===== src/rtl/brpred_pkg.sv =====
// ---------------------------------------------------------------------------
// brpred_pkg
// Shared definitions for the branch prediction/resolution unit:
//   - RISC-V branch funct3 encodings
//   - 2-bit saturating counter type and its states
//   - counter reset value
//   - helper that recognises the legal branch funct3 encodings
// ---------------------------------------------------------------------------
package brpred_pkg;

    localparam logic [2:0] F3_BEQ  = 3'b000;
    localparam logic [2:0] F3_BNE  = 3'b001;
    localparam logic [2:0] F3_BLT  = 3'b100;
    localparam logic [2:0] F3_BGE  = 3'b101;
    localparam logic [2:0] F3_BLTU = 3'b110;
    localparam logic [2:0] F3_BGEU = 3'b111;

    typedef enum logic [1:0] {
        CTR_STRONG_NT = 2'b00,
        CTR_WEAK_NT   = 2'b01,
        CTR_WEAK_T    = 2'b10,
        CTR_STRONG_T  = 2'b11
    } bht_ctr_t;

    localparam bht_ctr_t BHT_RESET = CTR_WEAK_NT;

    // 010 and 011 are the only non-branch encodings.
    function automatic logic f3_is_legal(input logic [2:0] f3);
        return (f3 != 3'b010) && (f3 != 3'b011);
    endfunction

endpackage


===== src/rtl/bht_ctr_update.sv =====
// ---------------------------------------------------------------------------
// bht_ctr_update
// Combinational next state of one 2-bit saturating branch counter.
// Ports:
//   ctr_i   : current counter value
//   taken_i : resolved branch outcome (1 = taken)
//   ctr_o   : counter value after training, saturating at 00 / 11
// ---------------------------------------------------------------------------
module bht_ctr_update
    import brpred_pkg::*;
(
    input  bht_ctr_t ctr_i,
    input  logic     taken_i,
    output bht_ctr_t ctr_o
);

    always_comb begin
        ctr_o = ctr_i;
        case (ctr_i)
            CTR_STRONG_NT: ctr_o = taken_i ? CTR_WEAK_NT  : CTR_STRONG_NT;
            CTR_WEAK_NT:   ctr_o = taken_i ? CTR_WEAK_T   : CTR_STRONG_NT;
            CTR_WEAK_T:    ctr_o = taken_i ? CTR_STRONG_T : CTR_WEAK_NT;
            CTR_STRONG_T:  ctr_o = taken_i ? CTR_STRONG_T : CTR_WEAK_T;
            default:       ctr_o = ctr_i;
        endcase
    end

endmodule


===== src/rtl/brpred_unit.sv =====
// ---------------------------------------------------------------------------
// brpred_unit
// Branch prediction and resolution unit. A tagless table of 2-bit
// saturating counters indexed by pc[IDX_W+1:2] gives fetch a combinational
// taken/not-taken prediction. Execute returns comparator results; the unit
// decodes the real outcome, trains the table and raises a one-cycle
// registered redirect on a mispredict.
//
// Ports:
//   clk_i, rst_i            : clock, synchronous active-high reset
//   fetch_pc_i              : fetch PC          -> pred_taken_o (comb)
//   resolve_valid_i/pc/target/funct3/pred : resolving branch from execute
//   br_unsigned_o           : comparator signedness select (comb, funct3[1])
//   br_less_i, br_equal_i   : comparator results
//   redirect_o, redirect_pc_o : registered mispredict flush + correct PC
//   stat_branches_o, stat_mispredicts_o : saturating event counters
//
// Optional feature: define BRPRED_STATS_EN to build the statistics
// counters; otherwise both stat outputs are tied to zero.
// ---------------------------------------------------------------------------
module brpred_unit
    import brpred_pkg::*;
#(
    parameter int ENTRIES = 64,
    parameter int IDX_W   = $clog2(ENTRIES)
) (
    input  logic        clk_i,
    input  logic        rst_i,
    input  logic [31:0] fetch_pc_i,
    output logic        pred_taken_o,
    input  logic        resolve_valid_i,
    input  logic [31:0] resolve_pc_i,
    input  logic [31:0] resolve_target_i,
    input  logic [2:0]  resolve_funct3_i,
    input  logic        resolve_pred_i,
    output logic        br_unsigned_o,
    input  logic        br_less_i,
    input  logic        br_equal_i,
    output logic        redirect_o,
    output logic [31:0] redirect_pc_o,
    output logic [31:0] stat_branches_o,
    output logic [31:0] stat_mispredicts_o
);

    // Counters live in flops rather than block RAM: the whole table must
    // clear in one reset cycle and the lookup is combinational.
    bht_ctr_t r_table [ENTRIES];

    logic [IDX_W-1:0] w_fetch_idx;
    logic [IDX_W-1:0] w_upd_idx;
    bht_ctr_t         w_upd_ctr;
    bht_ctr_t         w_ctr_next;
    logic             w_taken;
    logic             w_upd_en;
    logic             w_mispredict;

    logic             r_redirect;
    logic [31:0]      r_redirect_pc;

    assign w_fetch_idx = fetch_pc_i[IDX_W+1:2];
    assign w_upd_idx   = resolve_pc_i[IDX_W+1:2];

    // Lookup sees the pre-update value on an index collision (no bypass).
    assign pred_taken_o  = r_table[w_fetch_idx][1];
    assign br_unsigned_o = resolve_funct3_i[1];

    always_comb begin
        w_taken = 1'b0;
        case (resolve_funct3_i)
            F3_BEQ:           w_taken = br_equal_i;
            F3_BNE:           w_taken = !br_equal_i;
            F3_BLT, F3_BLTU:  w_taken = br_less_i;
            F3_BGE, F3_BGEU:  w_taken = !br_less_i;
            default:          w_taken = 1'b0;
        endcase
    end

    assign w_upd_en     = resolve_valid_i && f3_is_legal(resolve_funct3_i);
    assign w_mispredict = w_upd_en && (w_taken != resolve_pred_i);
    assign w_upd_ctr    = r_table[w_upd_idx];

    bht_ctr_update u_ctr_update (
        .ctr_i   (w_upd_ctr),
        .taken_i (w_taken),
        .ctr_o   (w_ctr_next)
    );

    always_ff @(posedge clk_i) begin
        if (rst_i) begin
            for (int i = 0; i < ENTRIES; i++) begin
                r_table[i] <= BHT_RESET;
            end
        end else if (w_upd_en) begin
            r_table[w_upd_idx] <= w_ctr_next;
        end
    end

    // Redirect is a single-cycle pulse; the PC is held between pulses.
    always_ff @(posedge clk_i) begin
        if (rst_i) begin
            r_redirect    <= 1'b0;
            r_redirect_pc <= 32'd0;
        end else begin
            r_redirect <= w_mispredict;
            if (w_mispredict) begin
                r_redirect_pc <= w_taken ? resolve_target_i
                                         : (resolve_pc_i + 32'd4);
            end
        end
    end

    assign redirect_o    = r_redirect;
    assign redirect_pc_o = r_redirect_pc;

`ifdef BRPRED_STATS_EN
    logic [31:0] r_stat_branches;
    logic [31:0] r_stat_mispredicts;

    always_ff @(posedge clk_i) begin
        if (rst_i) begin
            r_stat_branches    <= 32'd0;
            r_stat_mispredicts <= 32'd0;
        end else begin
            if (w_upd_en && (r_stat_branches != 32'hFFFF_FFFF)) begin
                r_stat_branches <= r_stat_branches + 32'd1;
            end
            if (w_mispredict && (r_stat_mispredicts != 32'hFFFF_FFFF)) begin
                r_stat_mispredicts <= r_stat_mispredicts + 32'd1;
            end
        end
    end

    assign stat_branches_o    = r_stat_branches;
    assign stat_mispredicts_o = r_stat_mispredicts;
`else
    assign stat_branches_o    = 32'd0;
    assign stat_mispredicts_o = 32'd0;
`endif

    // PC bits outside the index field do not affect lookup.
    logic w_unused;
    assign w_unused = ^{fetch_pc_i[31:IDX_W+2], fetch_pc_i[1:0]};

endmodule


===== config.mk =====
export PLATFORM = sky130hd
export DESIGN_NAME = brpred_unit
export DESIGN_NICKNAME = d
export VERILOG_FILES = /design/src/rtl/brpred_pkg.sv /design/src/rtl/bht_ctr_update.sv /design/src/rtl/brpred_unit.sv
export SDC_FILE = /design/constraint.sdc
export NUM_CORES = 1
export LEC_CHECK = 0
export BUFFER_PORTS_ARGS = -buffer_cell sky130_fd_sc_hd__buf_4
export CAP_MARGIN = 20
export CORE_MARGIN = 1.5
export CORE_UTILIZATION = 50
export DETAILED_ROUTE_END_ITERATION = 10
export HOLD_SLACK_MARGIN = 0.06
export PLACE_DENSITY = 0.73
export SYNTH_ARGS = -nofsm -noshare
export SYNTH_HDL_FRONTEND = slang
export SYNTH_SLANG_ARGS = --single-unit

===== constraint.sdc =====
create_clock -name clk_i -period 7.14 [get_ports clk_i]
set_input_delay 1.428 -clock clk_i [delete_from_list [all_inputs] [get_ports clk_i]]
set_output_delay 1.428 -clock clk_i [all_outputs]
set_load 0.05 [all_outputs]

==> results.py, run 1 <==
metrics = {
    "detailed_routing": {
        "drt.antenna.violating_nets": 0,
        "via_count": 7756,
        "wl_met2_um": 12600,
        "via_per_inst": 5.97,
        "wl_met3_um": 2360,
        "wl_per_cell_um": 20.5,
        "drtIter0Drc": 625,
        "met1_length_um": 10700,
        "top_layer_used": "met4",
        "route.detailed.drc": 0,
        "wl_um": 26700,
        "drt_pre_antenna_iters": 5,
    },
    "die": {
        "fp.dieW_um": 147,
        "start_util": 0.513,
        "die_area_um2": 21700,
        "core_um2": 20300,
        "num_io_pins": 204,
        "num_rows": 52,
        "die-height_um": 147,
    },
    "synth": {
        "synth.cell_area_um2": 10400,
        "syn_inst": 974,
        "syn_area_per_cell_um2": 10.7,
        "ys_ff_latch": 161,
        "synth_cell_types": 66,
        "synth_warnings": 0,
        "synth_ff_type": "edfxtp_1",
        "netlist_top_cells_area": "edfxtp_1 37%, dfxtp_1 6.3%, buf_4 4.8%",
        "yosysSeqAreaShare": 0.433,
        "synth_top_area_frac": 0.369,
        "yosysTopAreaCell": "edfxtp_1",
        "ys_async_sr_fraction": 0,
        "synth-edff-count": 128,
    },
    "layout": {
        "antenna_cells": 0,
        "postLayoutCoreUtil": 0.565,
        "area_growth_pct": 10.2,
        "stdcell_area_um2": 11500,
        "nNetsFinal": 1123,
        "fillers": 1746,
        "final-instance-count-excl-fill": 1300,
        "regArea_um2": 4500,
        "layout-drive-gt1-share": 0.315,
        "multiInputGateArea_um2": 5050,
    },
    "timing": {
        "rsz0062_at_grt": "false",
        "finalClockSkew_ns": 0.0143,
        "hold_viol": 0,
        "min_period_ns": 4.99,
        "fmax_mhz": 200,
        "max_slew_margin": 0.222,
        "worst_pin_slew_ns": 1.16,
        "post-route-period-util": 0.699,
        "fin_setup_tns_ns": 0,
        "final_max_slew_viol_count": 0,
        "setup_violations": 0,
    },
    "placement": {
        "post-place-cells": 1266,
        "portBuffers": 113,
        "gp_congestion": 0.846,
        "placed_area_um2": 10800,
        "place_hpwl_um": 17000,
    },
    "critical_path": {
        "r2r_end": "r_table[61][1]",
        "r2r-start": "r_table[17][0]",
        "start_kind": "input pin",
        "crit_type": "in -> out",
        "crit_path_end_kind": "primary output",
        "r2r_cells": 8,
        "critical_path_required_ns": 5.71,
        "cp_data_arrival_time_ns": 3.57,
        "worstPathMaxFanout": 16,
        "rrSetupSlack_ns": 3.88,
    },
    "clocking": {
        "insertion_delay_ns": 0.44,
        "hold_buffers": 0,
        "clkSlewWorstSetupHoldPaths_ns": 0.06,
        "clockRootBuffer": "clkbuf_16",
        "cts_sinks": 161,
        "numCtsBuffers": 17,
        "clockBufferDepth": 2,
        "cts_resized": 0,
        "cts_setup_buffers": 0,
        "htreeDepth": 4,
        "cts_tree": "done",
    },
    "run_status": {
        "status": "finished clean",
    },
    "power_and_ir_drop": {
        "total_power_mw": 2.47,
        "ir_worst_vdd_uv": 178,
        "power_leakage_nw": 4.00,
        "power_density_nw_per_um2": 216,
    },
    "flow_run": {
        "max-cap-violations": 0,
    },
    "global_routing": {
        "grt-ovfl-total": 0,
        "antenna_found_initial": 0,
        "grt_start_max_net_pins": 100,
        "track_usage": 0.249,
        "grt_pass1_wl_um": 41100,
        "grt_pass1_vias": 7461,
    },
    "hold_path": {
        "worstHoldPathType": "reg -> reg",
        "worstHoldStart": "redirect_pc_o[29]",
        "min_path_cells": 2,
        "hold_end": "redirect_pc_o[29]",
    },
}
registers in the layout, indices dropped and copies added, names as in the netlist:
signal	cells
redirect_o	1
r_table	128
redirect_pc_o	32
cells in the mapped netlist, drive strengths merged, types with 10 or more instances:
cell type / number
a211oi: 33
or3b: 18
o22ai: 20
and3: 10
nor2: 98
edfxtp: 128
nand4: 10
mux4: 21
xnor2: 16
a21oi: 36
mux2i: 21
mux2: 16
inv: 10
a221oi: 17
clkbuf: 45
buf: 116
o21ai: 10
or2: 20
nand3: 65
dfxtp: 33
nand2: 64
a22oi: 15
nor3: 53
a21o: 27
xor2: 13
nand2b: 18
per-layer routing:
| layer | up-vias | global-route usage |
|---|---|---|
| met5 | - | 0 |
| met2 | 418 | 0.397 |
| met1 | 3754 | 0.321 |
| met4 | 0 | 0.116 |
| li1 | 3514 | - |
| met3 | 70 | 0.0578 |
power breakdown:
| part | internal (mW) | switching, mW | total [mW] |
|---|---|---|---|
| Clock | 0.522 | 0.373 | 0.895 |
| Sequential | 1.04 | 0.0174 | 1.06 |
| Combinational | 0.149 | 0.365 | 0.514 |
critical path, cell delays in order:
cell and delay [ns]:
buf_4 0.34, mux4_2 0.60, mux4_2 0.50, mux4_2 0.49, buf_4 0.20
logic make-up (layout without fill, tap and decap cells):
logic type / Yosys count / in the layout / share of synthesized area
AND/OR/NAND/NOR: 384 / 384 / 0.236
buffers and inverters: 171 / 164 / 0.107
AO/OA/AOI/OAI: 167 / 167 / 0.112
flip-flops: 161 / 161 / 0.433
multiplexers: 58 / 58 / 0.0844
XOR/XNOR: 29 / 29 / 0.0244
adder cells (fa/ha/maj): 3 / 3 / 0.00337
other: 1 / 64 / 0.000360
metrics by stage:
stage | hold WS [ns] | setup WS (ns)
after detailed placement | 0.454 | 1.86
after CTS | 0.466 | 2.15
final | 0.461 | 2.15
after global placement | 0.444 | 1.94
after floorplan | 0.671 | 2.15
after global routing | 0.492 | 2.09
layout by cell type, fill, tap and decap left out, types with 13 or more instances in the layout:
| cell | synthesis | routed |
|---|---|---|
| mux4_2 | 21 | 21 |
| nand3_2 | 45 | 45 |
| dfxtp_1 | 33 | 33 |
| a211oi_1 | 32 | 32 |
| o22ai_1 | 20 | 20 |
| nor2_1 | 97 | 97 |
| a21oi_1 | 36 | 36 |
| a22oi_1 | 14 | 13 |
| or2_2 | 19 | 19 |
| edfxtp_1 | 128 | 128 |
| mux2i_1 | 21 | 21 |
| nand2_1 | 48 | 48 |
| xnor2_1 | 16 | 16 |
| nand2_2 | 16 | 16 |
| nor3_2 | 43 | 44 |
| clkbuf_16 | 0 | 17 |
| conb_1 | 1 | 64 |
| xor2_1 | 13 | 13 |
| a21o_1 | 27 | 27 |
| nand3_1 | 20 | 20 |
| nand2b_1 | 18 | 18 |
| or3b_1 | 16 | 16 |
| a221oi_1 | 15 | 15 |
| buf_4 | 66 | 119 |
how the worst max path moves through the flow:
| stage | start | end | cells after the start |
|---|---|---|---|
| floorplan | fetch_pc_i[2] | pred_taken_o | 5 |
| global placement | resolve_pc_i[3] | r_table[45][0] | 8 |
| detailed placement | resolve_pc_i[3] | r_table[45][0] | 8 |
| CTS | fetch_pc_i[2] | pred_taken_o | 5 |
| global route | resolve_pc_i[3] | r_table[61][1] | 9 |
| finish | fetch_pc_i[2] | pred_taken_o | 5 |
layout make-up:
| cell class | instances | area share |
|---|---|---|
| Inverter | 10 | 0.00327 |
| Sequential cell | 161 | 0.393 |
| Tap cell | 270 | 0.0295 |
| Clock inverter | 10 | 0.00971 |
| Multi-Input combinational cell | 705 | 0.441 |
| Timing Repair Buffer | 122 | 0.0845 |
| Clock buffer | 22 | 0.0396 |
No activity file was read; power rests on OpenSTA's default activity.
==> inputs of run 2 (changes only) <==
clock period = 4.85 ns   (was 7.14 ns; I/O delays follow)
==> results.py, run 2 (synthesized netlist as in run 1, its figures left out) <==
metrics = {
    "clocking": {
        "cts_sinks": 161,
        "htreeDepth": 4,
        "clockBufferDepth": 2,
        "clockRootBuffer": "clkbuf_16",
        "numCtsBuffers": 17,
        "cts_resized": 0,
        "cts_tree": "done",
        "hold_buffers": 0,
        "insertion_delay_ns": 0.43,
        "cts_setup_buffers": 0,
        "clkSlewWorstSetupHoldPaths_ns": 0.07,
    },
    "placement": {
        "gp_congestion": 0.851,
        "post-place-cells": 1284,
        "place_hpwl_um": 17800,
        "portBuffers": 113,
    },
    "critical_path": {
        "cp_data_arrival_time_ns": 3.10,
        "crit_type": "in -> out",
        "rrSetupSlack_ns": 1.92,
        "crit_path_end_kind": "primary output",
        "critPathSlowestCell": "mux4_2",
        "max_stage_delay_ns": 0.58,
        "worstPathMaxFanout": 16,
        "path_cells": "buf_4 > mux4_2 > mux4_2 > mux4_2 > buf_4",
        "cp_top_family": "multiplexers",
        "critical_path_required_ns": 3.88,
        "worst_path_most_repeated_cell": "mux4_2",
        "cp.buffers_inverters": 2,
        "start_kind": "input pin",
    },
    "detailed_routing": {
        "drtIter0Drc": 774,
        "wl_per_cell_um": 20.7,
        "wl_met3_um": 2370,
        "drt.antenna.violating_nets": 0,
        "drt_pre_antenna_iters": 8,
        "top_layer_used": "met4",
        "via_count": 7876,
        "route.detailed.drc": 0,
        "wl_met2_um": 13000,
        "via_per_inst": 5.98,
        "wl_um": 27200,
        "met1_length_um": 11000,
    },
    "timing": {
        "setup_violations": 0,
        "fin_setup_tns_ns": 0,
        "worst_pin_slew_ns": 1.07,
        "hold_viol": 0,
        "rsz0062_at_grt": "false",
        "min_period_ns": 4.07,
        "final_max_slew_viol_count": 0,
        "finalClockSkew_ns": 0.0103,
        "whs_ns": 0.461,
        "post-route-period-util": 0.840,
        "fmax_mhz": 246,
        "max_slew_margin": 0.289,
    },
    "layout": {
        "largest_register_ffs": 128,
        "fillers": 1755,
        "antenna_cells": 0,
        "largest_register": "r_table",
        "final_cell_mix": "136 x buf_4, 128 x edfxtp_1, 97 x nor2_1",
        "final-instance-count-excl-fill": 1316,
        "area_growth_pct": 11.3,
        "layout_commonest_cell": "buf_4",
        "nNetsFinal": 1139,
        "layout-drive-gt1-share": 0.329,
    },
    "die": {
        "start_util": 0.513,
        "num_rows": 52,
        "die_area_um2": 21700,
        "core_um2": 20300,
        "die-height_um": 147,
        "fp.dieW_um": 147,
        "num_io_pins": 204,
    },
    "power_and_ir_drop": {
        "power_leakage_nw": 4.07,
        "ir_worst_vdd_uv": 274,
        "power_density_nw_per_um2": 318,
    },
    "global_routing": {
        "track_usage": 0.254,
        "grt_pass1_vias": 7458,
        "antenna_found_initial": 0,
        "grt-ovfl-total": 0,
        "grt_pass1_wl_um": 41900,
        "grt_start_max_net_pins": 98,
    },
    "run_status": {
        "status": "finished clean",
    },
    "hold_path": {
        "worstHoldPathType": "reg -> reg",
    },
    "flow_run": {
        "max-cap-violations": 0,
    },
}
-- run 2: cell types whose count changed in the layout (fill, tap and decap cells not counted) --
cell        before  now
buf_4          119  136
inv_6            1    5
clkbuf_1         4    1
buf_16           2    0
buf_12           1    2
clkbuf_8         1    0
clkinv_1         1    0
clkinv_2         3    2
clkinvlp_2       0    1
inv_8            0    1
-- run 2: power breakdown --
| part | total [mW] | internal [mW] | leakage, nW | switching [mW] |
|---|---|---|---|---|
| sequential | 1.56 | 1.54 | 1.47 | 0.0257 |
| combinational | 0.766 | 0.224 | 2.32 | 0.543 |
| clock | 1.35 | 0.767 | 0.280 | 0.580 |
| total | 3.68 | 2.53 | 4.07 | 1.15 |
-- run 2: stage by stage --
stage | area, um2 | total power, mW | util | setup WS, ns
5_1_grt | 11600 | 3.79 | 0.570 | 0.702
6_report | 11600 | 3.68 | 0.570 | 0.777
2_1_floorplan | 10600 | 2.23 | - | 0.776
4_1_cts | 11600 | 3.68 | 0.570 | 0.762
3_5_place_dp | 11000 | 2.35 | 0.541 | 0.649
3_3_place_gp | 11000 | 2.34 | 0.541 | 0.677
-- run 2: cell type report --
type	instances	area [um2]	share of cell area
clock buffer	18	429	0.0371
inverter	10	37.5	0.00324
tap	270	338	0.0292
clock inverter	14	154	0.0133
sequential	161	4500	0.389
multi-input combinational	705	5050	0.436
timing repair buffer	138	1060	0.0917
-- run 2: path summary, 6_finish.rpt --
path | from | end | depth (start not counted)
setup / recovery | fetch_pc_i[2] | pred_taken_o | 5
hold / removal | redirect_pc_o[29] | redirect_pc_o[29] | 2
setup reg to reg | r_table[20][1] | r_table[50][0] | 8
hold reg to reg | redirect_pc_o[29] | redirect_pc_o[29] | 2
-- run 2: per-layer routing --
metal  vias up  track usage
li1       3560            -
met1      3805        0.343
met2       445        0.405
met3        66       0.0516
met4         0       0.0950
met5         -            0
-- run 2: tightest hold or removal path: stages, from the launching register on --
cell	delay (ns)
dfxtp_1	0.32
nand2_1	0.05
a21oi_1	0.05
